File: src/rtl/cpu_bus_defs.sv
// cpu_bus_defs: shared size/owner encodings and arbiter state codes for the CPU memory bus
package cpu_bus_defs;
    localparam logic [1:0] SIZE_B = 2'd0;
    localparam logic [1:0] SIZE_H = 2'd1;
    localparam logic [1:0] SIZE_W = 2'd2;
    localparam logic OWN_INST = 1'b0;
    localparam logic OWN_DATA = 1'b1;
    typedef enum logic [1:0] {ARB_IDLE, ARB_HOLD_I, ARB_HOLD_D} arb_state_t;
endpackage

File: src/rtl/arb_id_fifo.sv
// arb_id_fifo: in-order owner-ID queue recording which requester each outstanding transaction belongs to
module arb_id_fifo #(
    parameter int DEPTH = 2,
    parameter int CNT_W = 3
) (
    input  logic clk,
    input  logic reset,
    input  logic push,
    input  logic push_owner,
    input  logic pop,
    output logic full,
    output logic empty,
    output logic head_owner
);
    localparam int PTR_W = DEPTH > 1 ? $clog2(DEPTH) : 1;
    logic [DEPTH-1:0] owners;
    logic [PTR_W-1:0] wr_ptr, rd_ptr;
    logic [CNT_W-1:0] count;
    function automatic logic [PTR_W-1:0] next_ptr(input logic [PTR_W-1:0] p);
        return p == PTR_W'(DEPTH - 1) ? '0 : p + PTR_W'(1);
    endfunction
    assign full = count == CNT_W'(DEPTH);
    assign empty = count == '0;
    assign head_owner = owners[rd_ptr];
    always_ff @(posedge clk) begin
        if (reset) begin
            wr_ptr <= '0;
            rd_ptr <= '0;
            count <= '0;
        end else begin
            if (push) wr_ptr <= next_ptr(wr_ptr);
            if (pop) rd_ptr <= next_ptr(rd_ptr);
            count <= count + CNT_W'(push) - CNT_W'(pop);
        end
    end
    always_ff @(posedge clk) begin
        if (push) owners[wr_ptr] <= push_owner;
    end
endmodule

File: src/rtl/mem_bus_arbiter.sv
// mem_bus_arbiter: shares one memory bus between fetch and data requesters with in-order response routing.
// Define ARB_ROUND_ROBIN_EN to alternate grants on ties instead of fixed data-over-inst priority.
module mem_bus_arbiter
    import cpu_bus_defs::*;
#(
    parameter int OUTSTANDING = 2,
    parameter int CNT_W = 3
) (
    input  logic        clk,
    input  logic        reset,
    input  logic        inst_req,
    input  logic [31:0] inst_addr,
    output logic        inst_addr_ok,
    output logic        inst_data_ok,
    output logic [31:0] inst_rdata,
    input  logic        data_req,
    input  logic        data_wr,
    input  logic [1:0]  data_size,
    input  logic [3:0]  data_wstrb,
    input  logic [31:0] data_addr,
    input  logic [31:0] data_wdata,
    output logic        data_addr_ok,
    output logic        data_data_ok,
    output logic [31:0] data_rdata,
    output logic        mem_req,
    output logic        mem_wr,
    output logic [1:0]  mem_size,
    output logic [3:0]  mem_wstrb,
    output logic [31:0] mem_addr,
    output logic [31:0] mem_wdata,
    input  logic        mem_addr_ok,
    input  logic        mem_data_ok,
    input  logic [31:0] mem_rdata
);
    arb_state_t state;
    logic full, empty, head_owner, idle_grant, grant, gnt_req, accept, pop;
`ifdef ARB_ROUND_ROBIN_EN
    logic last_grant;
    assign idle_grant = (inst_req & data_req) ? ((last_grant == OWN_INST) ? OWN_DATA : OWN_INST)
                                              : (data_req ? OWN_DATA : OWN_INST);
    always_ff @(posedge clk) begin
        if (reset) last_grant <= OWN_INST;
        else if (accept) last_grant <= grant;
    end
`else
    assign idle_grant = data_req ? OWN_DATA : OWN_INST;
`endif
    assign grant = state == ARB_HOLD_I ? OWN_INST : state == ARB_HOLD_D ? OWN_DATA : idle_grant;
    // in IDLE the grant always points at a requesting side, so this also covers inst_req | data_req
    assign gnt_req = grant == OWN_DATA ? data_req : inst_req;
    assign mem_req = gnt_req & ~full;
    assign accept = mem_req & mem_addr_ok;
    assign pop = mem_data_ok & ~empty;
    assign mem_wr = grant == OWN_DATA ? data_wr : 1'b0;
    assign mem_size = grant == OWN_DATA ? data_size : SIZE_W;
    assign mem_wstrb = grant == OWN_DATA ? data_wstrb : 4'b0000;
    assign mem_addr = grant == OWN_DATA ? data_addr : inst_addr;
    assign mem_wdata = grant == OWN_DATA ? data_wdata : 32'h0;
    assign inst_addr_ok = accept & (grant == OWN_INST);
    assign data_addr_ok = accept & (grant == OWN_DATA);
    assign inst_data_ok = pop & (head_owner == OWN_INST);
    assign data_data_ok = pop & (head_owner == OWN_DATA);
    assign inst_rdata = mem_rdata;
    assign data_rdata = mem_rdata;
    always_ff @(posedge clk) begin
        if (reset) state <= ARB_IDLE;
        else if (state == ARB_IDLE) begin
            if (mem_req & ~mem_addr_ok) state <= grant == OWN_DATA ? ARB_HOLD_D : ARB_HOLD_I;
        end else if (accept | ~gnt_req) state <= ARB_IDLE;
    end
    arb_id_fifo #(.DEPTH(OUTSTANDING), .CNT_W(CNT_W)) u_fifo (
        .clk(clk),
        .reset(reset),
        .push(accept),
        .push_owner(grant),
        .pop(pop),
        .full(full),
        .empty(empty),
        .head_owner(head_owner)
    );
endmodule

File: config.mk
export PLATFORM = sky130hd
export DESIGN_NAME = mem_bus_arbiter
export DESIGN_NICKNAME = d
export VERILOG_FILES = /design/src/rtl/cpu_bus_defs.sv /design/src/rtl/arb_id_fifo.sv /design/src/rtl/mem_bus_arbiter.sv
export SDC_FILE = /design/constraint.sdc
export NUM_CORES = 1
export LEC_CHECK = 0
export BUFFER_PORTS_ARGS = -buffer_cell sky130_fd_sc_hd__buf_2
export CAP_MARGIN = 20
export CORE_AREA = 3 3 107 109
export DETAILED_ROUTE_END_ITERATION = 10
export DIE_AREA = 0 0 110 112
export SLEW_MARGIN = 20
export SYNTH_ARGS = -nofsm -noshare
export SYNTH_HDL_FRONTEND = slang
export SYNTH_HIERARCHICAL = 1
export SYNTH_SLANG_ARGS = --single-unit
File: constraint.sdc
create_clock -name clk -period 5.1 [get_ports clk]
set_clock_uncertainty 0.05 [all_clocks]
set_input_delay 0.765 -clock clk [delete_from_list [all_inputs] [get_ports clk]]
set_output_delay 0.765 -clock clk [all_outputs]
set_load 0.005 [all_outputs]
==> qor.yml, run 1 <==
worst_setup_path:
  startpoint: "data_req"
  worstPathCellList: "buf_2 > maj3_2 > buf_4 > mux2_4 > buf_2"
  required_ns: 4.28
  end_kind: "output port"
  crit_type: "in -> out"
  cp.arrival_ns: 2.53
  critPathMaxFanout: 38
  cpMostUsedCell: "buf_2"
  cp_slowest_stage_delay_ns: 0.63
  r2r-start: "u_fifo/count[1]"
  slowest_stage: "maj3_2"
  start_kind: "input port"
logic_synthesis:
  yosys_warnings: 6
  ys_seq_elements: 9
  syn-mean-instance-area_um2: 8.78
  synth_top_area_frac: 0.284
  ys_types: 25
  synth_top_area_cell: "buf_4"
  syn-num-nets: 337
  netlist_instances: 193
  yosysSeqAreaShare: 0.118
  synthTopCellsByArea: "buf_4 28%, mux2_4 16%, and2_1 15%"
  syn-cell-area_um2: 1690
timing:
  maxSlewHeadroom: 0.567
  maxSlewViolCount: 0
  finalSetupViolCount: 0
  tns_ns: 0
  max_freq_mhz: 299
  post-route-min-period_ns: 3.35
  fin_crit_sh: 0.656
  final_hold_viol_count: 0
  rsz0062_at_grt: "no"
  worstMarginPinSlew_ns: 0.649
clocking:
  cts_tree: "built"
  post_cts_buffers: 0
  cts_sinks: 9
  postCtsHoldBufs: 0
  cts_resized: 0
  htree_levels: 1
  cts_buffer_depth: 2
  clock_latency_ns: 0.23
  clockRootBuffer: "clkbuf_8"
  cts_buffers: 3
  clk_pin_slew_worst_paths_ns: 0.04
drt:
  dr.first_iter.drc_count: 20
  drc_errors: 0
  num_vias: 1699
  wl_per_cell_um: 13.6
  drt_wl_total_mm: 6.12
  ant_nets: 0
  vias_per_cell: 3.78
  firstDrtPassIters: 3
layout:
  drive_above_1_share: 0.723
  area_growth_pct: 36.3
  fin_cells: 450
  n_antenna_cell: 0
  nets: 455
floorplan:
  core.rowCount: 38
  start_util: 0.158
  fp.dieArea_um2: 12300
  fp.dieH_um: 112
  core_area_um2: 10700
  die_w_um: 110
  design.portCount: 281
power:
  p_per_area_nw_per_um2: 220
  p_leak_uw: 0.00128
  worst_ir_drop_vdd_v: 0.0000624
flow_run:
  cap_violations: 0
hold_path:
  hp-class: "reg -> reg"
  min_from: "u_fifo/rd_ptr"
grt:
  grt_max_degree: 39
  grt_usage: 0.0873
  overflow: 0
  grt_pass1_wl_mm: 8.14
  antenna_found_initial: 1
  grt_pass1_vias: 1608
placed_design:
  gp_routability_congestion: 0.685
  dp_hpwl_mm: 5.44
  place_inst: 446
  port-buffer-count: 184
run_status:
  status: "finished, final reports clean"
==> Yosys cell counts (all sizes together) <==
cell	count
a21oi	3
and2	40
buf	68
clkbuf	4
dfxtp	7
edfxtp	2
fa	1
ha	2
inv	4
maj3	1
mux2	33
nand2b	3
nor2	8
nor2b	5
nor3	3
nor3b	3
nor4	1
o32a	1
or4b	1
xnor2	2
xnor3	1
==> path summary, 6_finish.rpt <==
check	endpoint	slack, ns	cells past startpoint
worst max-delay path	mem_addr[15]	1.75	5
worst min-delay path	u_fifo/rd_ptr	0.48	2
worst max register to register	u_fifo/count[2]	2.77	9
worst min register to register	u_fifo/rd_ptr	0.48	2
==> routing by layer <==
metal,track usage,up-vias,wire length [um]
li1,-,793,-
met1,0.0915,754,2130
met2,0.157,124,3000
met3,0.0272,28,758
met4,0.0382,0,239
met5,0,-,0
==> per-stage QoR <==
| stage | setup slack (ns) | utilization | hold slack (ns) | power (uW) | instance area, um^2 |
|---|---|---|---|---|---|
| global route | 1.55 | 0.216 | 0.511 | 564 | 2310 |
| global placement | 1.78 | 0.212 | 0.462 | 426 | 2260 |
| floorplan | 2.63 | - | 0.443 | 341 | 1690 |
| finish | 1.75 | 0.216 | 0.476 | 508 | 2310 |
| detailed placement | 1.72 | 0.212 | 0.467 | 433 | 2260 |
| CTS | 1.72 | 0.216 | 0.481 | 519 | 2310 |
==> cell families (layout without fill, tap and decap cells) <==
logic type,count (synthesis),after routing,synth area share
xor+xnor,3,3,0.0236
buf+inv,76,193,0.324
fa+ha+maj,4,4,0.0332
mux,33,33,0.259
compound gates,4,4,0.0148
flops,9,9,0.118
simple gates,64,64,0.227
==> area by class of cell <==
| class | count | area [um^2] |
|---|---|---|
| fill | 1165 | 8390 |
| inverter | 4 | 15.0 |
| sequential | 9 | 200 |
| multi-input combinational | 108 | 945 |
| timing repair buffer | 185 | 928 |
| clock buffer | 4 | 45.0 |
| tap | 140 | 175 |
==> critical path, delay by kind of cell <==
family / cells / cell delay (ns)
multiplexers: 1 / 0.34
buffers and inverters: 3 / 0.77
adder cells (fa/ha/maj): 1 / 0.63
==> state kept, by name, indices dropped and copies added, names as in the netlist <==
name and count:
u_fifo/rd_ptr 1, u_fifo/owners 2, state 2, u_fifo/count 3
u_fifo/wr_ptr 1
==> layout by cell type, fill, tap and decap left out, drive strengths merged <==
cell      n
xnor3     1
fa        1
o32a      1
dfxtp     7
nand2b    3
inv       4
nor2b     5
nor2      8
or4b      1
nor3      3
clkbuf    4
ha        2
maj3      1
mux2     33
edfxtp    2
nor3b     3
nor4      1
and2     40
xnor2     2
a21oi     3
buf     185
==> power breakdown <==
part	internal, uW	switching (uW)
combinational	188	131
sequential	92.2	15.2
clock	54.3	26.8
total	334	173
Power figures use the tool's default switching activity.
==> run 2: changes to the inputs <==
Clock period 5.1 ns to 3.5 ns, I/O delays scaled along.
==> qor.yml, run 2 (synthesis results as in run 1) <==
run_status:
  status: "finished, final reports clean"
layout:
  mostFrequentLayoutCell: "buf_2"
  n_fill_cell: 1195  # +2.6%
  finalCoreUtilization: 0.217  # +0.00117
  drive_above_1_share: 0.723  # unchanged
  final_cell_mix: "184 x buf_2, 40 x and2_1, 18 x mux2_4"
  area_growth_pct: 37.0
  n_antenna_cell: 0  # unchanged
  largest_register_ffs: 3  # unchanged
  fin_cells: 450  # unchanged
  top_register: "u_fifo/count"
  nets: 455  # unchanged
  reg.largest.list: "u_fifo/count (3), state (2), u_fifo/owners (2)"
power:
  p_leak_uw: 0.00129  # +0.37%
  power_uw: 750  # +48%
  p_per_area_nw_per_um2: 323  # +47%
  worst_ir_drop_vdd_v: 0.000128  # +110%
hold_path:
  hp-class: "reg -> reg"
  hold_depth: 2  # unchanged
clocking:
  cts_buffers: 3  # unchanged
  cts_sinks: 9  # unchanged
  post_cts_buffers: 0  # unchanged
  cts_resized: 0  # unchanged
  postCtsHoldBufs: 0  # unchanged
  cts_tree: "built"
  cts_buffer_depth: 2  # unchanged
  clk_pin_slew_worst_paths_ns: 0.05  # about the same
  clock_latency_ns: 0.23  # about the same
  htree_levels: 1  # unchanged
  clockRootBuffer: "clkbuf_8"
timing:
  max_freq_mhz: 424
  rsz0062_at_grt: "no"
  worstMarginPinSlew_ns: 0.478  # -0.171 ns
  tns_ns: 0  # unchanged
  fin_crit_sh: 0.673
  maxSlewViolCount: 0  # unchanged
  maxSlewHeadroom: 0.681  # +0.113
  finalSetupViolCount: 0  # unchanged
  final_hold_viol_count: 0  # unchanged
  post-route-min-period_ns: 2.36
grt:
  grtUsageMet3: 0.0272  # unchanged
  gr-usage-met1: 0.0817  # -0.00983
  grt_usage: 0.0835  # -0.00376
  overflow: 0  # unchanged
  antenna_found_initial: 1  # unchanged
  grt_pass1_vias: 1616  # +0.50%
  grt_max_degree: 76  # +95%
  grt.busiest_layer: "met2"
  grt_pass1_wl_mm: 7.85  # -3.6%
  use_met2: 0.156  # -0.000405
worst_setup_path:
  r2r-start: "u_fifo/count[1]"
  critPathMaxFanout: 75  # +97%
  worstSetupEndpoint: "mem_addr[1]"
  crit_type: "reg -> out"
  startpoint: "state[1]"
  ff2ff_path_depth: 9  # unchanged
  start_kind: "flop"
  cp.arrival_ns: 1.78  # -0.75 ns
  end_kind: "output port"
  r2r-end: "u_fifo/count[2]"
  regToRegSetupSlack_ns: 1.20  # -1.57 ns
  required_ns: 2.92  # -1.36 ns
drt:
  dr.first_iter.drc_count: 23  # +15%
  firstDrtPassIters: 4  # +1
  drc_errors: 0  # unchanged
  drt_wl_total_mm: 5.89  # -3.8%
  num_vias: 1655  # -2.6%
  vias_per_cell: 3.68  # -2.6%
  ant_nets: 0  # unchanged
  wl_per_cell_um: 13.1  # -3.8%
floorplan:
  core_area_um2: 10700  # unchanged
  design.portCount: 281  # unchanged
  core.rowCount: 38  # unchanged
  fp.dieArea_um2: 12300  # unchanged
  start_util: 0.158  # unchanged
  fp.dieH_um: 112  # unchanged
  die_w_um: 110  # unchanged
placed_design:
  dp_hpwl_mm: 5.17  # -5.0%
  place_inst: 446  # unchanged
  gp_routability_congestion: 0.695  # +1.4%
  port-buffer-count: 184  # unchanged
flow_run:
  cap_violations: 0  # unchanged
==> run 2: cell types whose count changed in the layout (fill, tap and decap cells not counted) <==
cell,change
buf_4,-1
buf_12,+1
==> run 2: metal layers <==
layer / up-vias / part of all wire
met4: 0 / 0.041
met5: - / 0
met2: 124 / 0.49
met1: 711 / 0.34
met3: 28 / 0.13
li1: 792 / -
==> run 2: area by class of cell <==
class                   count  area [um^2]  area share
clock buffers               4         45.0      0.0194
inverters                   4         15.0     0.00647
repair buffers            185          941       0.405
well taps                 140          175      0.0755
flip-flops and latches      9          200      0.0863
multi-input cells         108          945       0.407
==> run 2: worst min-delay path by stage <==
stage / start / end
2_1_floorplan: u_fifo/rd_ptr / u_fifo/rd_ptr
5_1_grt: reset / u_fifo/count[1]
3_3_place_gp: u_fifo/rd_ptr / u_fifo/rd_ptr
4_1_cts: u_fifo/rd_ptr / u_fifo/rd_ptr
6_report: u_fifo/rd_ptr / u_fifo/rd_ptr
3_5_place_dp: u_fifo/rd_ptr / u_fifo/rd_ptr
==> run 2: metrics by stage <==
stage / hold WS, ns / setup WS [ns] / area, um^2
2_1_floorplan: 0.443 / 1.39 / 1690
3_3_place_gp: 0.465 / 1.17 / 2280
3_5_place_dp: 0.477 / 1.14 / 2280
4_1_cts: 0.491 / 1.12 / 2320
5_1_grt: 0.511 / 0.992 / 2320
6_report: 0.493 / 1.14 / 2320
==> run 2: worst max-delay path, cell delays in order, from the launching register on <==
cell and delay, ns:
dfxtp_1 0.42, maj3_2 0.25, buf_12 0.27, mux2_2 0.40, buf_2 0.15
==> run 2: report_power, final <==
group,internal [uW],switching (uW),leakage (uW)
Sequential,134,22.5,0.0000762
Clock,79.3,39.8,0.0000228
Combinational,279,195,0.00119
Total,493,257,0.00129
==> run 3: changes to the inputs <==
Clock period 3.5 ns to 2.3 ns, I/O delays scaled along.
==> qor.yml, run 3 (synthesis results as in run 1) <==
drt:
  dr.first_iter.drc_count: 40  # +74%
  drt_wl_total_mm: 5.90  # +0.15%
  drc_errors: 0  # unchanged
  vias_per_cell: 3.70  # +0.64%
  firstDrtPassIters: 4  # unchanged
  ant_nets: 0  # unchanged
  num_vias: 1673  # +1.1%
  wl_per_cell_um: 13.1  # -0.29%
layout:
  multiInputGateArea_um2: 960  # +1.6%
  nets: 457  # +0.44%
  finalInstanceArea_um2: 2340  # +0.75%
  drive_above_1_share: 0.734  # +0.0114
  finalCoreUtilization: 0.219  # +0.00164
  largest_register_ffs: 3  # unchanged
  top_register: "u_fifo/count"
  seq_area_um2: 200  # unchanged
  n_antenna_cell: 0  # unchanged
  n_fill_cell: 1200  # +0.42%
  mostFrequentLayoutCell: "buf_2"
  area_growth_pct: 38.0
  final_cell_mix: "184 x buf_2, 40 x and2_1, 18 x mux2_4"
  reg.largest.list: "u_fifo/count (3), state (2), u_fifo/owners (2)"
hold_path:
  hold_depth: 2  # unchanged
  hp-class: "in -> reg"
  min_to: "u_fifo/count[2]"
  min_from: "reset"
timing:
  rsz0062_at_grt: "no"
  maxSlewViolCount: 0  # unchanged
  final_hold_viol_count: 0  # unchanged
  holdWs_ns: 0.325  # -0.168 ns
  post-route-min-period_ns: 2.18
  maxSlewHeadroom: 0.678  # -0.00233
  worstMarginPinSlew_ns: 0.482  # +0.00453 ns
  fin_crit_sh: 0.950
  tns_ns: 0  # unchanged
  finalSetupViolCount: 0  # unchanged
  max_freq_mhz: 458
clocking:
  clock_latency_ns: 0.23  # about the same
  clk_pin_slew_worst_paths_ns: 0.05  # about the same
  cts_buffer_depth: 2  # unchanged
  cts_sinks: 9  # unchanged
  cts_tree: "built"
  clockRootBuffer: "clkbuf_8"
  cts_buffers: 3  # unchanged
  htree_levels: 1  # unchanged
  post_cts_buffers: 0  # unchanged
grt:
  use_met2: 0.150  # -0.00607
  grt.busiest_layer: "met2"
  overflow: 0  # unchanged
  grtUsageMet3: 0.0394  # +0.0122
  gr-usage-met1: 0.0765  # -0.00526
  grt_usage: 0.0825  # -0.00105
  grt_pass1_vias: 1494  # -7.5%
  grt_pass1_wl_mm: 7.77  # -1.1%
  antenna_found_initial: 1  # unchanged
  grt_max_degree: 41  # -46%
power:
  p_per_area_nw_per_um2: 489  # +51%
  power_uw: 1140  # +52%
  worst_ir_drop_vdd_v: 0.000215  # +67%
  p_leak_uw: 0.00130  # +0.78%
flow_run:
  cap_violations: 0  # unchanged
floorplan:
  core_area_um2: 10700  # unchanged
  fp.dieArea_um2: 12300  # unchanged
  die_w_um: 110  # unchanged
  start_util: 0.158  # unchanged
  core.rowCount: 38  # unchanged
  design.portCount: 281  # unchanged
  fp.dieH_um: 112  # unchanged
worst_setup_path:
  cp.arrival_ns: 1.79  # about the same
  critPathMaxFanout: 40  # -47%
  ff2ff_path_depth: 9  # unchanged
  regToRegSetupSlack_ns: 0.22  # -0.98 ns
  r2r-end: "u_fifo/count[2]"
  required_ns: 1.90  # -1.02 ns
  start_kind: "flop"
  r2r-start: "u_fifo/count[1]"
  crit_type: "reg -> out"
  end_kind: "output port"
placed_design:
  postPlaceCellArea_um2: 2280  # +0.11%
  dp_hpwl_mm: 5.21  # +0.78%
  port-buffer-count: 184  # unchanged
  gp_routability_congestion: 0.691  # -0.49%
run_status:
  status: "finished, final reports clean"
==> run 3: worst max-delay path by stage <==
stage / from / end / slack (ns) / cells past startpoint
6_report: state[1] / mem_addr[13] / 0.12 / 4
3_5_place_dp: u_fifo/count[1] / u_fifo/count[2] / 0.07 / 9
5_1_grt: state[1] / mem_addr[13] / 0.0005 / 4
4_1_cts: u_fifo/count[1] / u_fifo/count[2] / 0.06 / 9
2_1_floorplan: u_fifo/count[1] / u_fifo/count[2] / 0.24 / 9
3_3_place_gp: u_fifo/count[1] / u_fifo/count[2] / 0.12 / 9
==> run 3: area by class of cell <==
cell class,count,area share
multi-input cells,108,0.410
repair buffers,187,0.403
flip-flops and latches,9,0.0856
well taps,140,0.0749
clock buffers,4,0.0193
inverters,4,0.00642
==> run 3: stage by stage <==
| stage | cells | setup slack, ns |
|---|---|---|
| after floorplan | 193 | 0.242 |
| after global placement | 448 | 0.119 |
| after detailed placement | 448 | 0.0662 |
| after CTS | 452 | 0.0551 |
| after global routing | 452 | 0.000489 |
| final | 452 | 0.115 |
==> run 3: power breakdown <==
group / switching [uW] / internal [uW]
logic: 293 / 428
clock network: 61.0 / 121
registers: 36.1 / 204
==> run 3: layer usage <==
metal | share of wire | wire, um | up-vias
li1 | - | - | 796
met1 | 0.31 | 1830 | 722
met2 | 0.49 | 2880 | 127
met3 | 0.16 | 935 | 28
met4 | 0.043 | 252 | 0
met5 | 0 | 0 | -
==> run 3: critical path: stages (launching register included) <==
cell and delay (ns):
dfxtp_1 0.42, maj3_2 0.23, buf_4 0.40, mux2_4 0.34, buf_2 0.13
==> run 3: what timing repair did <==
action	in CTS	in global routing
hold buffers	0	0
resized for setup	0	4
setup endpoints to repair	0	2
